**config.mk**
```make
export PLATFORM = sky130hd
export DESIGN_NAME = ktms_afu_put_resp
export DESIGN_NICKNAME = d
export VERILOG_FILES = /design/src/rtl/ktms_afu_put_resp.sv
export SDC_FILE = /design/constraint.sdc
export NUM_CORES = 1
export LEC_CHECK = 0
export CORE_AREA = 2 2 220 222
export CTS_CLUSTER_DIAMETER = 200
export DETAILED_ROUTE_END_ITERATION = 7
export DIE_AREA = 0 0 222 224
export HOLD_SLACK_MARGIN = 0.02
export PLACE_DENSITY_LB_ADDON = 0.3
export SYNTH_ARGS = -nofsm -noshare
export SYNTH_HDL_FRONTEND = slang
export SYNTH_SLANG_ARGS = --single-unit
```
**constraint.sdc**
```tcl
create_clock -name clk -period 4.8 [get_ports clk]
set_input_delay 0.48 -clock clk [delete_from_list [all_inputs] [get_ports clk]]
set_output_delay 0.48 -clock clk [all_outputs]
set_load 0.02 [all_outputs]
```
**src/rtl/ktms_afu_put_resp.sv**
```systemverilog
`default_nettype none
// ============================================================================
// Module   : ktms_afu_put_resp
// Brief    : AFU put responder; parity-checks one address plus a two-beat burst,
//            issues a single 32-byte host write and returns put_done with an rc.
//            Optional write-response timeout: define KTMS_PUT_TIMEOUT_EN.
// Revision : 1.0
// ============================================================================
module ktms_afu_put_resp #(
    parameter int CTXTID_WIDTH = 10,
    parameter int EA_WIDTH     = 65,
    parameter int TSTAG_WIDTH  = 1,
    parameter int DMA_RC_WIDTH = 8,
    parameter logic [DMA_RC_WIDTH-1:0] RC_PERR  = 8'h0f,
    parameter logic [DMA_RC_WIDTH-1:0] RC_PROTO = 8'h0e,
    parameter logic [DMA_RC_WIDTH-1:0] RC_TMO   = 8'h0d,
    parameter int TMO_WIDTH    = 16
) (
    input  logic                    clk,
    input  logic                    reset,
    input  logic                    i_put_addr_v,
    output logic                    i_put_addr_r,
    input  logic [EA_WIDTH-1:0]     i_put_addr_ea,
    input  logic [CTXTID_WIDTH-1:0] i_put_addr_ctxt,
    input  logic [TSTAG_WIDTH-1:0]  i_put_addr_tstag,
    input  logic                    i_put_data_v,
    output logic                    i_put_data_r,
    input  logic [129:0]            i_put_data_d,
    input  logic [3:0]              i_put_data_c,
    input  logic                    i_put_data_f,
    input  logic                    i_put_data_e,
    output logic                    o_put_done_v,
    input  logic                    o_put_done_r,
    output logic [DMA_RC_WIDTH-1:0] o_put_done_rc,
    output logic                    o_wr_v,
    input  logic                    o_wr_r,
    output logic [63:0]             o_wr_ea,
    output logic [CTXTID_WIDTH-1:0] o_wr_ctxt,
    output logic [TSTAG_WIDTH-1:0]  o_wr_tstag,
    output logic [255:0]            o_wr_d,
    input  logic                    i_wrsp_v,
    input  logic [DMA_RC_WIDTH-1:0] i_wrsp_rc,
    output logic                    o_perror,
    output logic                    o_busy
);

    localparam logic [2:0] c_st_idle = 3'd0;
    localparam logic [2:0] c_st_data = 3'd1;
    localparam logic [2:0] c_st_cmd  = 3'd2;
    localparam logic [2:0] c_st_wait = 3'd3;
    localparam logic [2:0] c_st_done = 3'd4;

    logic [2:0]              r_state;
    logic [2:0]              w_state_nxt;
    logic                    r_live;
    logic [1:0]              r_beat;
    logic                    r_perr;
    logic                    r_proto;
    logic                    r_perror;
    logic [63:0]             r_ea;
    logic [CTXTID_WIDTH-1:0] r_ctxt;
    logic [TSTAG_WIDTH-1:0]  r_tstag;
    logic [255:0]            r_d;
    logic [DMA_RC_WIDTH-1:0] r_wrsp_rc;
    logic                    w_tmo_hit;
    logic                    w_tmo_err;

    wire w_addr_hs = i_put_addr_v & i_put_addr_r;
    wire w_data_hs = i_put_data_v & i_put_data_r;
    wire w_wr_hs   = o_wr_v & o_wr_r;
    wire w_done_hs = o_put_done_v & o_put_done_r;
    wire w_unused  = &{1'b0, i_put_data_c, i_put_data_f};

    // Odd parity: a clean word XORs to 1 including its parity bit.
    wire w_ea_perr = ~(^i_put_addr_ea);
    wire w_d_perr  = ~(^{i_put_data_d[63:0], i_put_data_d[128]}) |
                     ~(^{i_put_data_d[127:64], i_put_data_d[129]});
    wire w_beat_proto = (r_beat == 2'd0) ? i_put_data_e
                                         : ((r_beat == 2'd1) && !i_put_data_e);
    wire w_err_at_end = r_perr | r_proto | w_d_perr | w_beat_proto;

`ifdef KTMS_PUT_TIMEOUT_EN
    localparam logic [TMO_WIDTH-1:0] c_tmo_last = {{(TMO_WIDTH-1){1'b1}}, 1'b0};
    logic [TMO_WIDTH-1:0] r_tmo;
    logic                 r_tmo_err;

    // Leaving WAIT on the edge the counter turns all-ones.
    assign w_tmo_hit = (r_state == c_st_wait) && !i_wrsp_v && (r_tmo == c_tmo_last);
    assign w_tmo_err = r_tmo_err;

    always_ff @(posedge clk or negedge reset) begin
        if (!reset) begin
            r_tmo     <= '0;
            r_tmo_err <= 1'b0;
        end else begin
            if (w_wr_hs)
                r_tmo <= '0;
            else if (r_state == c_st_wait)
                r_tmo <= r_tmo + 1'b1;
            if (w_tmo_hit)
                r_tmo_err <= 1'b1;
            else if (w_done_hs)
                r_tmo_err <= 1'b0;
        end
    end
`else
    wire [TMO_WIDTH-1:0] w_unused_tmo = '0;
    assign w_tmo_hit = 1'b0;
    assign w_tmo_err = 1'b0;
`endif

    always_ff @(posedge clk or negedge reset) begin
        if (!reset)
            r_state <= c_st_idle;
        else
            r_state <= w_state_nxt;
    end

    always_comb begin
        w_state_nxt = r_state;
        case (r_state)
            c_st_idle: if (w_addr_hs) w_state_nxt = c_st_data;
            c_st_data: if (w_data_hs && i_put_data_e)
                           w_state_nxt = w_err_at_end ? c_st_done : c_st_cmd;
            c_st_cmd:  if (w_wr_hs) w_state_nxt = c_st_wait;
            c_st_wait: if (i_wrsp_v || w_tmo_hit) w_state_nxt = c_st_done;
            c_st_done: if (w_done_hs) w_state_nxt = c_st_idle;
            default:   w_state_nxt = c_st_idle;
        endcase
    end

    always_comb begin
        i_put_addr_r  = 1'b0;
        i_put_data_r  = 1'b0;
        o_wr_v        = 1'b0;
        o_put_done_v  = 1'b0;
        o_put_done_rc = '0;
        case (r_state)
            c_st_idle: i_put_addr_r = r_live;
            c_st_data: i_put_data_r = 1'b1;
            c_st_cmd:  o_wr_v = 1'b1;
            c_st_done: begin
                o_put_done_v = 1'b1;
                if (r_perr)
                    o_put_done_rc = RC_PERR;
                else if (r_proto)
                    o_put_done_rc = RC_PROTO;
                else if (w_tmo_err)
                    o_put_done_rc = RC_TMO;
                else
                    o_put_done_rc = r_wrsp_rc;
            end
            default: ;
        endcase
    end

    // r_live holds address-ready low while reset is asserted.
    always_ff @(posedge clk or negedge reset) begin
        if (!reset) begin
            r_live    <= 1'b0;
            r_beat    <= 2'd0;
            r_perr    <= 1'b0;
            r_proto   <= 1'b0;
            r_perror  <= 1'b0;
            r_ea      <= '0;
            r_ctxt    <= '0;
            r_tstag   <= '0;
            r_d       <= '0;
            r_wrsp_rc <= '0;
        end else begin
            r_live <= 1'b1;
            if (w_addr_hs) begin
                r_ea    <= i_put_addr_ea[63:0];
                r_ctxt  <= i_put_addr_ctxt;
                r_tstag <= i_put_addr_tstag;
                r_perr  <= w_ea_perr;
                r_proto <= 1'b0;
                r_beat  <= 2'd0;
            end
            if (w_data_hs) begin
                if (r_beat == 2'd0)
                    r_d[127:0] <= i_put_data_d[127:0];
                if (r_beat == 2'd1)
                    r_d[255:128] <= i_put_data_d[127:0];
                if (r_beat != 2'd2)
                    r_beat <= r_beat + 2'd1;
                if (w_d_perr)
                    r_perr <= 1'b1;
                if (w_beat_proto)
                    r_proto <= 1'b1;
            end
            if ((w_addr_hs && w_ea_perr) || (w_data_hs && w_d_perr))
                r_perror <= 1'b1;
            if ((r_state == c_st_wait) && i_wrsp_v)
                r_wrsp_rc <= i_wrsp_rc;
            if (w_done_hs) begin
                r_perr  <= 1'b0;
                r_proto <= 1'b0;
            end
        end
    end

    assign o_wr_ea    = r_ea;
    assign o_wr_ctxt  = r_ctxt;
    assign o_wr_tstag = r_tstag;
    assign o_wr_d     = r_d;
    assign o_perror   = r_perror;
    assign o_busy     = (r_state != c_st_idle);

endmodule
`default_nettype wire

```
# Word-level counts from Yosys, hierarchy flattened
# Index checks and enable logic that the tools add are counted.
# totals
output_inout_bits,345
word_cells,77
input_bits,227
regBits,348
# op_classes
bitwise,11
n_eq_ne,11
n_reduce_logical,16
add_sub_neg,1
mux,26
# op_table
operator,count
$reduce_xor 65->1,3
$mux 8,3
$mux 3,6
$pmux 3 s5,1
$mux 1,13
$ne 2x2->1 const B,6
$eq 3x2->1 const B,2
$mux 2,3
$logic_and 1x1->1,5
$reduce_and 5->1,1
$and 1x1->1,4
$or 1x1->1,4
$reduce_and 2->1,2
$eq 3x1->1 const B,1
$eq 3x3->1 const B,1
$logic_not 3->1,1
$not 1->1,3
$reduce_bool 3->1,1
$add 2x1->2 const B,1
$eq 2x1->1 const B,1
$logic_not 2->1,1
$logic_not 1->1,1
$logic_or 1x1->1,1

# Depth between registers and ports, before layout
# Gate-level depths: netlist of run 1.
# logic_depth
depth_word,8
mapped_depth,8
ltp_nobuf,8

# Least setup slack after synthesis of run 1
# OpenSTA, ideal clock, no wires.
# synth_timing
path_kind,flip-flop to flip-flop
start,register r_state[2]
end,"register r_d[118], in the netlist o_wr_d[118]"
path_stages_with_launch,8
arrival_time_ps,2058
setup_time_ps,125
slack_ps,2617
t_required_ps,4675
n_path_buf,2
period_less_slack_ps,2183
path_cell_list,dfrtp_1 -> and2b_1 -> and2b_1 -> nand2_1 -> nor3_1 -> buf_2 -> buf_2 -> mux2_2
# synth_between
elab_chain_cells,4
# synth_lines
item,line_no,rtl
start: declaration,53,logic [2:0] r_state;
start signal: assignment,114,r_state <= c_st_idle;
start signal: assignment,116,r_state <= w_state_nxt;
$eq 3x1->1,138,case (r_state)
$mux 1,138,
via i_put_data_r,27,"output logic i_put_data_r,"
$and 1x1->1,69,wire w_data_hs = i_put_data_v & i_put_data_r;
$reduce_and 2->1 (no line),n/a,
end signal: assignment,182,r_d[127:0] <= i_put_data_d[127:0];
end: declaration,63,logic [255:0] r_d;
# The timed path passes the listed nets, and every way through them passes these cells.
# A chain may end at the register's enable or synchronous reset.

# Final worst setup path of run 1
# layout_timing
start,register r_state[1]
end,output o_put_done_rc[4]
# layout_between
elab_chain_cells,2
# layout_lines
item,line_no,rtl
$eq 3x3->1,138,
$mux 8,138,
end: declaration,34,"output logic [DMA_RC_WIDTH-1:0] o_put_done_rc,"
# No other way between the ends.

==> results.sh, run 1 <==
export IMPL_status="completed"
export IMPL_cts_path_max_buffers=3
export IMPL_synth_area_per_cell_um2=13.0
export IMPL_synth_top_family_by_area="multiplexers"
export IMPL_portBuffers=566
export IMPL_final_min_clock_period_ns=3.13
export IMPL_synth_fa_ha_area_share_pct=0
export IMPL_post_route_drc_count=0
export IMPL_irDropWorstVdd_mv=0.385
export IMPL_synth_top_flop_cell="dfrtp_1"
export IMPL_yosysSeqAreaShare_pct=59.1
export IMPL_nets=1930
export IMPL_clk_insertion_delay_late_ns=0.56
export IMPL_min_period_over_period_pct=65.1
export IMPL_die_w_um=222
export IMPL_synth_edf_count=0
export IMPL_cts_tree="done"
export IMPL_synthCells=1132
export IMPL_holdWs_ns=0.455
export IMPL_max_cap_violations=0
export IMPL_vias_per_cell=4.53
export IMPL_root_buffer="clkbuf_16"
export IMPL_ant_nets=0
export IMPL_maxSlewViolCount=0
export IMPL_end_kind="output port"
export IMPL_routabilityCongestion=0.824
export IMPL_grt_setup_unrepaired="false"
export IMPL_clock_sinks=348
export IMPL_core_rowCount=80
export IMPL_first_pass_iters=4
export IMPL_grt_max_degree=110
export IMPL_antenna_found_initial=4
export IMPL_ys_seq_elements=348
export IMPL_cts_clk_slew_worst_paths_ns=0.06
export IMPL_synthArstFlopShare_pct=100
export IMPL_hpwl_um=36900
export IMPL_drt_wl_total_um=48700
export IMPL_synth_area_um2=14700
export IMPL_grtUsageTotal_pct=19.3
export IMPL_cp_start_kind="flip-flop"
export IMPL_yosys_area_share_simple_pct=7.04
export IMPL_power_density_nw_per_um2=690
export IMPL_fin_skew_ns=0.0177
export IMPL_cts_made_buffers=40
export IMPL_place_ws_ns=1.52
export IMPL_drtIter0Drc=506
export IMPL_design_die_area_um2=49700
export IMPL_io_pins=572
export IMPL_area_growth_pct=52.1
export IMPL_die_h_um=224
export IMPL_syn_num_nets=1359
export IMPL_wl_per_cell_um=20.7
export IMPL_tightest_slew_ns=1.02
export IMPL_drive_gt1_share_pct=19.7
export IMPL_overflow=0
export IMPL_grt_pass1_vias=11400
export IMPL_vias=10600
export IMPL_synth_area_mux_share_pct=20.2
export IMPL_setup_ws_ns=1.67
export IMPL_fmax_mhz=320
export IMPL_crit_type="reg2out"
export IMPL_start_util_pct=31.1
export IMPL_cts_max_level=2
export IMPL_synth_xor_area_share_pct=11.6
export IMPL_worstPathMaxFanout=10
export IMPL_relSlewSlack_pct=31.9
export IMPL_hp_class="in2reg"
export IMPL_leakage_nw=9.67
export IMPL_cp_arrival_ns=2.65
export IMPL_post_cts_buffers=0
export IMPL_core_area_um2=47300
export IMPL_hold_violations=0
export IMPL_synth_cell_type_count=33
export IMPL_tns_ns=0
export IMPL_grt_pass1_wl_um=72500
export IMPL_yosys_warnings=0
export IMPL_setup_violations=0
export IMPL_critPathRequiredTime_ns=4.32
export IMPL_synth_compound_area_share_pct=0.602
where the power goes:
group	internal [mW]	switching, mW	leakage (nW)	total [mW]
Sequential	4.25	0.698	4.33	4.95
Clock	1.83	1.22	0.648	3.05
Combinational	3.74	3.73	4.69	7.47
Total	9.83	5.64	9.67	15.5
cells in the mapped netlist (2+ instances only):
library cell | number | area, um2
nor3_1 | 2 | 10.0
buf_1 | 3 | 11.3
nand3_1 | 3 | 15.0
nor2_1 | 11 | 41.3
and2b_1 | 2 | 15.0
xnor3_1 | 3 | 67.6
dfrtp_1 | 348 | 8710
a21oi_1 | 6 | 30.0
buf_2 | 27 | 135
nand2_1 | 232 | 871
and2_1 | 5 | 31.3
inv_1 | 4 | 15.0
clkbuf_1 | 18 | 67.6
xor2_1 | 24 | 210
xnor2_1 | 163 | 1430
mux2_2 | 264 | 2970
layer usage:
| metal | wire length, um | up-vias | GRT usage, % |
|---|---|---|---|
| li1 | - | 4877 | - |
| met1 | 18600 | 5255 | 21.8 |
| met2 | 23500 | 417 | 32.6 |
| met3 | 4770 | 91 | 8.21 |
| met4 | 1770 | 4 | 7.24 |
| met5 | 26 | - | 0 |
sequential cells by signal, summed over array words and instances, names as in the netlist:
register	flops
o_wr_d	256
o_wr_ea	64
o_wr_ctxt	10
r_wrsp_rc	8
r_state	3
r_beat	2
o_perror	1
o_wr_tstag	1
r_live	1
r_perr	1
r_proto	1
final cells by class:
class,count,area (um2)
Antenna cell,2,5.00
Sequential cell,348,8710
Inverter,4,15.0
Tap cell,615,769
Timing Repair Buffer,577,5810
Multi-Input combinational cell,732,5820
Clock inverter,9,103
Clock buffer,63,1210
Fill cell,4346,24900
layout by cell type (no fill, tap or decap), types with 2 or more instances in the layout:
cell,Yosys,routed
dfrtp_1,348,348
and2_1,5,5
clkinv_2,0,5
clkbuf_1,18,12
and2b_1,2,2
nand2_1,232,231
clkbuf_8,0,10
xnor2_1,163,163
inv_1,4,4
diode_2,0,2
nand3_1,3,3
clkdlybuf4s50_1,0,565
mux2_2,264,264
xor2_1,24,24
bufinv_16,0,2
a21oi_1,6,6
xnor3_1,3,3
buf_12,0,4
nor2_1,11,11
buf_4,0,6
clkbuf_16,0,41
inv_6,0,2
logic make-up (layout without fill, tap and decap cells):
| family | count (synthesis) | count (layout) |
|---|---|---|
| DFF | 348 | 348 |
| and+or+nand+nor | 263 | 263 |
| buffers and inverters | 52 | 653 |
| xor gates and xnor gates | 190 | 190 |
| other | 1 | 3 |
| muxes | 264 | 264 |
| AOI/OAI and AO/OA | 14 | 14 |
timing repair:
item / 4_1_cts / 5_1_grt
hold buffers: 1 / 0
endpoints found under the hold margin: 86 / 0
gates resized for setup: 0 / 0
per-stage QoR:
stage	total power [mW]	std cells	utilization, %	instance area [um2]
2_1_floorplan	8.70	1132	-	14700
3_3_place_gp	12.4	2275	44.6	21100
3_5_place_dp	12.5	2275	44.6	21100
4_1_cts	15.7	2348	47.4	22400
5_1_grt	16.3	2350	47.4	22400
6_report	15.5	2350	47.4	22400
worst max-delay path, stage by stage (launching register included):
cell and delay (ns):
dfrtp_1 0.47, or3_1 0.53, nor2_1 0.25, and2_1 0.23
clkdlybuf4s50_1 0.62
final timing paths:
kind	endpoint	cells past startpoint	slack [ns]	start
max	o_put_done_rc[4]	4	1.67	r_state[1]
min	o_wr_ctxt[1]	3	0.45	i_put_addr_ctxt[1]
max reg2reg	o_wr_d[240]	6	2.13	r_state[0]
min reg2reg	o_wr_ea[7]	2	0.47	o_wr_ea[7]
max in group asynchronous	o_wr_ea[2]	3	3.15	reset
min in group asynchronous	o_wr_d[5]	2	0.55	reset
(Power assumes the default switching activity.)
==> run 2: changes to the inputs <==
- clock period: 4.8 -> 2.7 ns (I/O delays scaled with it)
==> run 2 against run 1 <==
Clock skew fell by 0.0018 ns; cell area rose by 2.5%; worst setup slack got worse by 1.6 ns; cell count rose by 2.6%; die area did not move; combinational power rose by 82%; hold slack got worse by 0.19 ns.
==> results.sh, run 2 (synthesis gave the netlist of run 1 again) <==
export IMPL_end_kind="output port"
export IMPL_stdcell_count=2410
export IMPL_io_pins=572
export IMPL_status="completed"
export IMPL_cts_path_max_buffers=3
export IMPL_overflow=0
export IMPL_crit_type="reg2out"
export IMPL_crit_path_end="o_put_done_rc[2]"
export IMPL_r2r_start="r_state[2]"
export IMPL_r2r_slack_ns=0.28
export IMPL_dp_cells=2335
export IMPL_grt_max_degree=76
export IMPL_die_w_um=222
export IMPL_start_util_pct=31.1
export IMPL_antenna_found_initial=2
export IMPL_timing_rr_end="o_wr_d[119]"
export IMPL_vias=10800
export IMPL_antenna_cells=0
export IMPL_first_pass_iters=6
export IMPL_hold_violations=0
export IMPL_worstPathMaxFanout=10
export IMPL_leakage_nw=10.0
export IMPL_relSlewSlack_pct=56.2
export IMPL_drtIter0Drc=453
export IMPL_post_route_drc_count=0
export IMPL_design_die_area_um2=49700
export IMPL_irDropWorstVdd_mv=0.751
export IMPL_vias_per_cell=4.49
export IMPL_grt_pass1_vias=11700
export IMPL_min_period_over_period_pct=97.4
export IMPL_layout_common_cells="560 x clkdlybuf4s50_1, 348 x dfrtp_1, 264 x mux2_2"
export IMPL_crit_path_start="r_state[1]"
export IMPL_final_min_clock_period_ns=2.63
export IMPL_maxSlewViolCount=0
export IMPL_ant_nets=0
export IMPL_portBuffers=566
export IMPL_core_rowCount=80
export IMPL_setup_violations=0
export IMPL_fin_skew_ns=0.0159
export IMPL_cts_clk_slew_worst_paths_ns=0.06
export IMPL_final_area_um2=23000
export IMPL_area_growth_pct=56.0
export IMPL_finish_utilization_pct=48.6
export IMPL_core_area_um2=47300
export IMPL_critPathRequiredTime_ns=2.43
export IMPL_wl_per_cell_um=20.5
export IMPL_hp_class="in2reg"
export IMPL_grt_setup_unrepaired="false"
export IMPL_die_h_um=224
export IMPL_post_cts_buffers=0
export IMPL_drt_wl_total_um=49300
export IMPL_max_cap_violations=0
export IMPL_nets=1991
export IMPL_cts_made_buffers=41
export IMPL_tns_ns=0
export IMPL_power_density_nw_per_um2=1210
export IMPL_total_power_mw=27.9
export IMPL_cp_start_kind="flip-flop"
export IMPL_clock_sinks=348
export IMPL_clk_insertion_delay_late_ns=0.55
export IMPL_largest_reg_flops=256
export IMPL_cp_arrival_ns=2.36
export IMPL_grt_pass1_wl_um=73800
export IMPL_dpl_cell_area_um2=21600
export IMPL_fmax_mhz=380
export IMPL_grtUsageTotal_pct=19.7
export IMPL_tightest_slew_ns=0.657
export IMPL_rr_worst_depth=7
export IMPL_root_buffer="clkbuf_16"
export IMPL_routabilityCongestion=0.816
export IMPL_hpwl_um=38200
export IMPL_cts_max_level=2
export IMPL_cts_tree="done"
export IMPL_final_common_cell="clkdlybuf4s50_1"
export IMPL_drive_gt1_share_pct=22.5
-- run 2: cell types whose count changed in the layout (fill, tap and decap cells not counted), sizes merged --
cell	previous run	this run
diode	2	0
clkbuf	63	64
clkinvlp	0	2
clkinv	5	4
clkdlybuf4s50	565	560
buf	11	71
dlygate4sd2	0	5
-- run 2: worst min-delay path by stage --
stage                       startpoint      endpoint  slack, ns  depth (start not counted)
floorplan                        reset      o_perror      -0.03                          0
global placement                 reset  r_wrsp_rc[6]       0.30                          1
detailed placement               reset  r_wrsp_rc[1]       0.31                          1
CTS                 i_put_addr_ctxt[0]  o_wr_ctxt[0]       0.21                          3
global route        i_put_addr_ctxt[0]  o_wr_ctxt[0]       0.25                          3
finish              i_put_addr_ctxt[1]  o_wr_ctxt[1]       0.26                          3
-- run 2: repair_timing --
item | CTS | global route
hold buffers | 1 | 0
gates resized for setup | 6 | 0
endpoints found under the hold margin | 65 | 0
setup endpoints to repair | 8 | 0
-- run 2: layout make-up --
class                   instances  area, um2
inverters                       4       15.0
multi-input cells             732       5830
flip-flops and latches        348       8710
repair buffers                637       6340
clock inverters                10        113
fillers                      4306      24300
well taps                     615        769
clock buffers                  64       1230
-- run 2: where the power goes --
group / switching [mW] / total [mW] / internal [mW] / leakage (nW)
clock network: 2.18 / 5.52 / 3.34 / 0.656
logic: 6.73 / 13.6 / 6.87 / 5.03
registers: 1.25 / 8.82 / 7.56 / 4.33
total: 10.2 / 27.9 / 17.8 / 10.0
-- run 2: routing by layer --
layer | wire [um] | global-route usage [%]
met5 | 30 | 0
met4 | 943 | 5.43
met3 | 4810 | 8.13
met2 | 24600 | 34.3
met1 | 18900 | 22.2
-- run 2: metrics by stage --
| stage | hold slack (ns) | setup WS, ns |
|---|---|---|
| 6_report | 0.262 | 0.0705 |
| 5_1_grt | 0.246 | 0.0100 |
| 4_1_cts | 0.214 | 0.0319 |
| 3_5_place_dp | 0.305 | -0.366 |
| 3_3_place_gp | 0.302 | -0.356 |
| 2_1_floorplan | -0.0256 | 0.517 |
-- run 2: critical path: stages, from the launching register on --
cell and delay [ns]:
dfrtp_1 0.48, or3_4 0.45, buf_4 0.17, nor2_1 0.11, clkdlybuf4s50_1 0.61
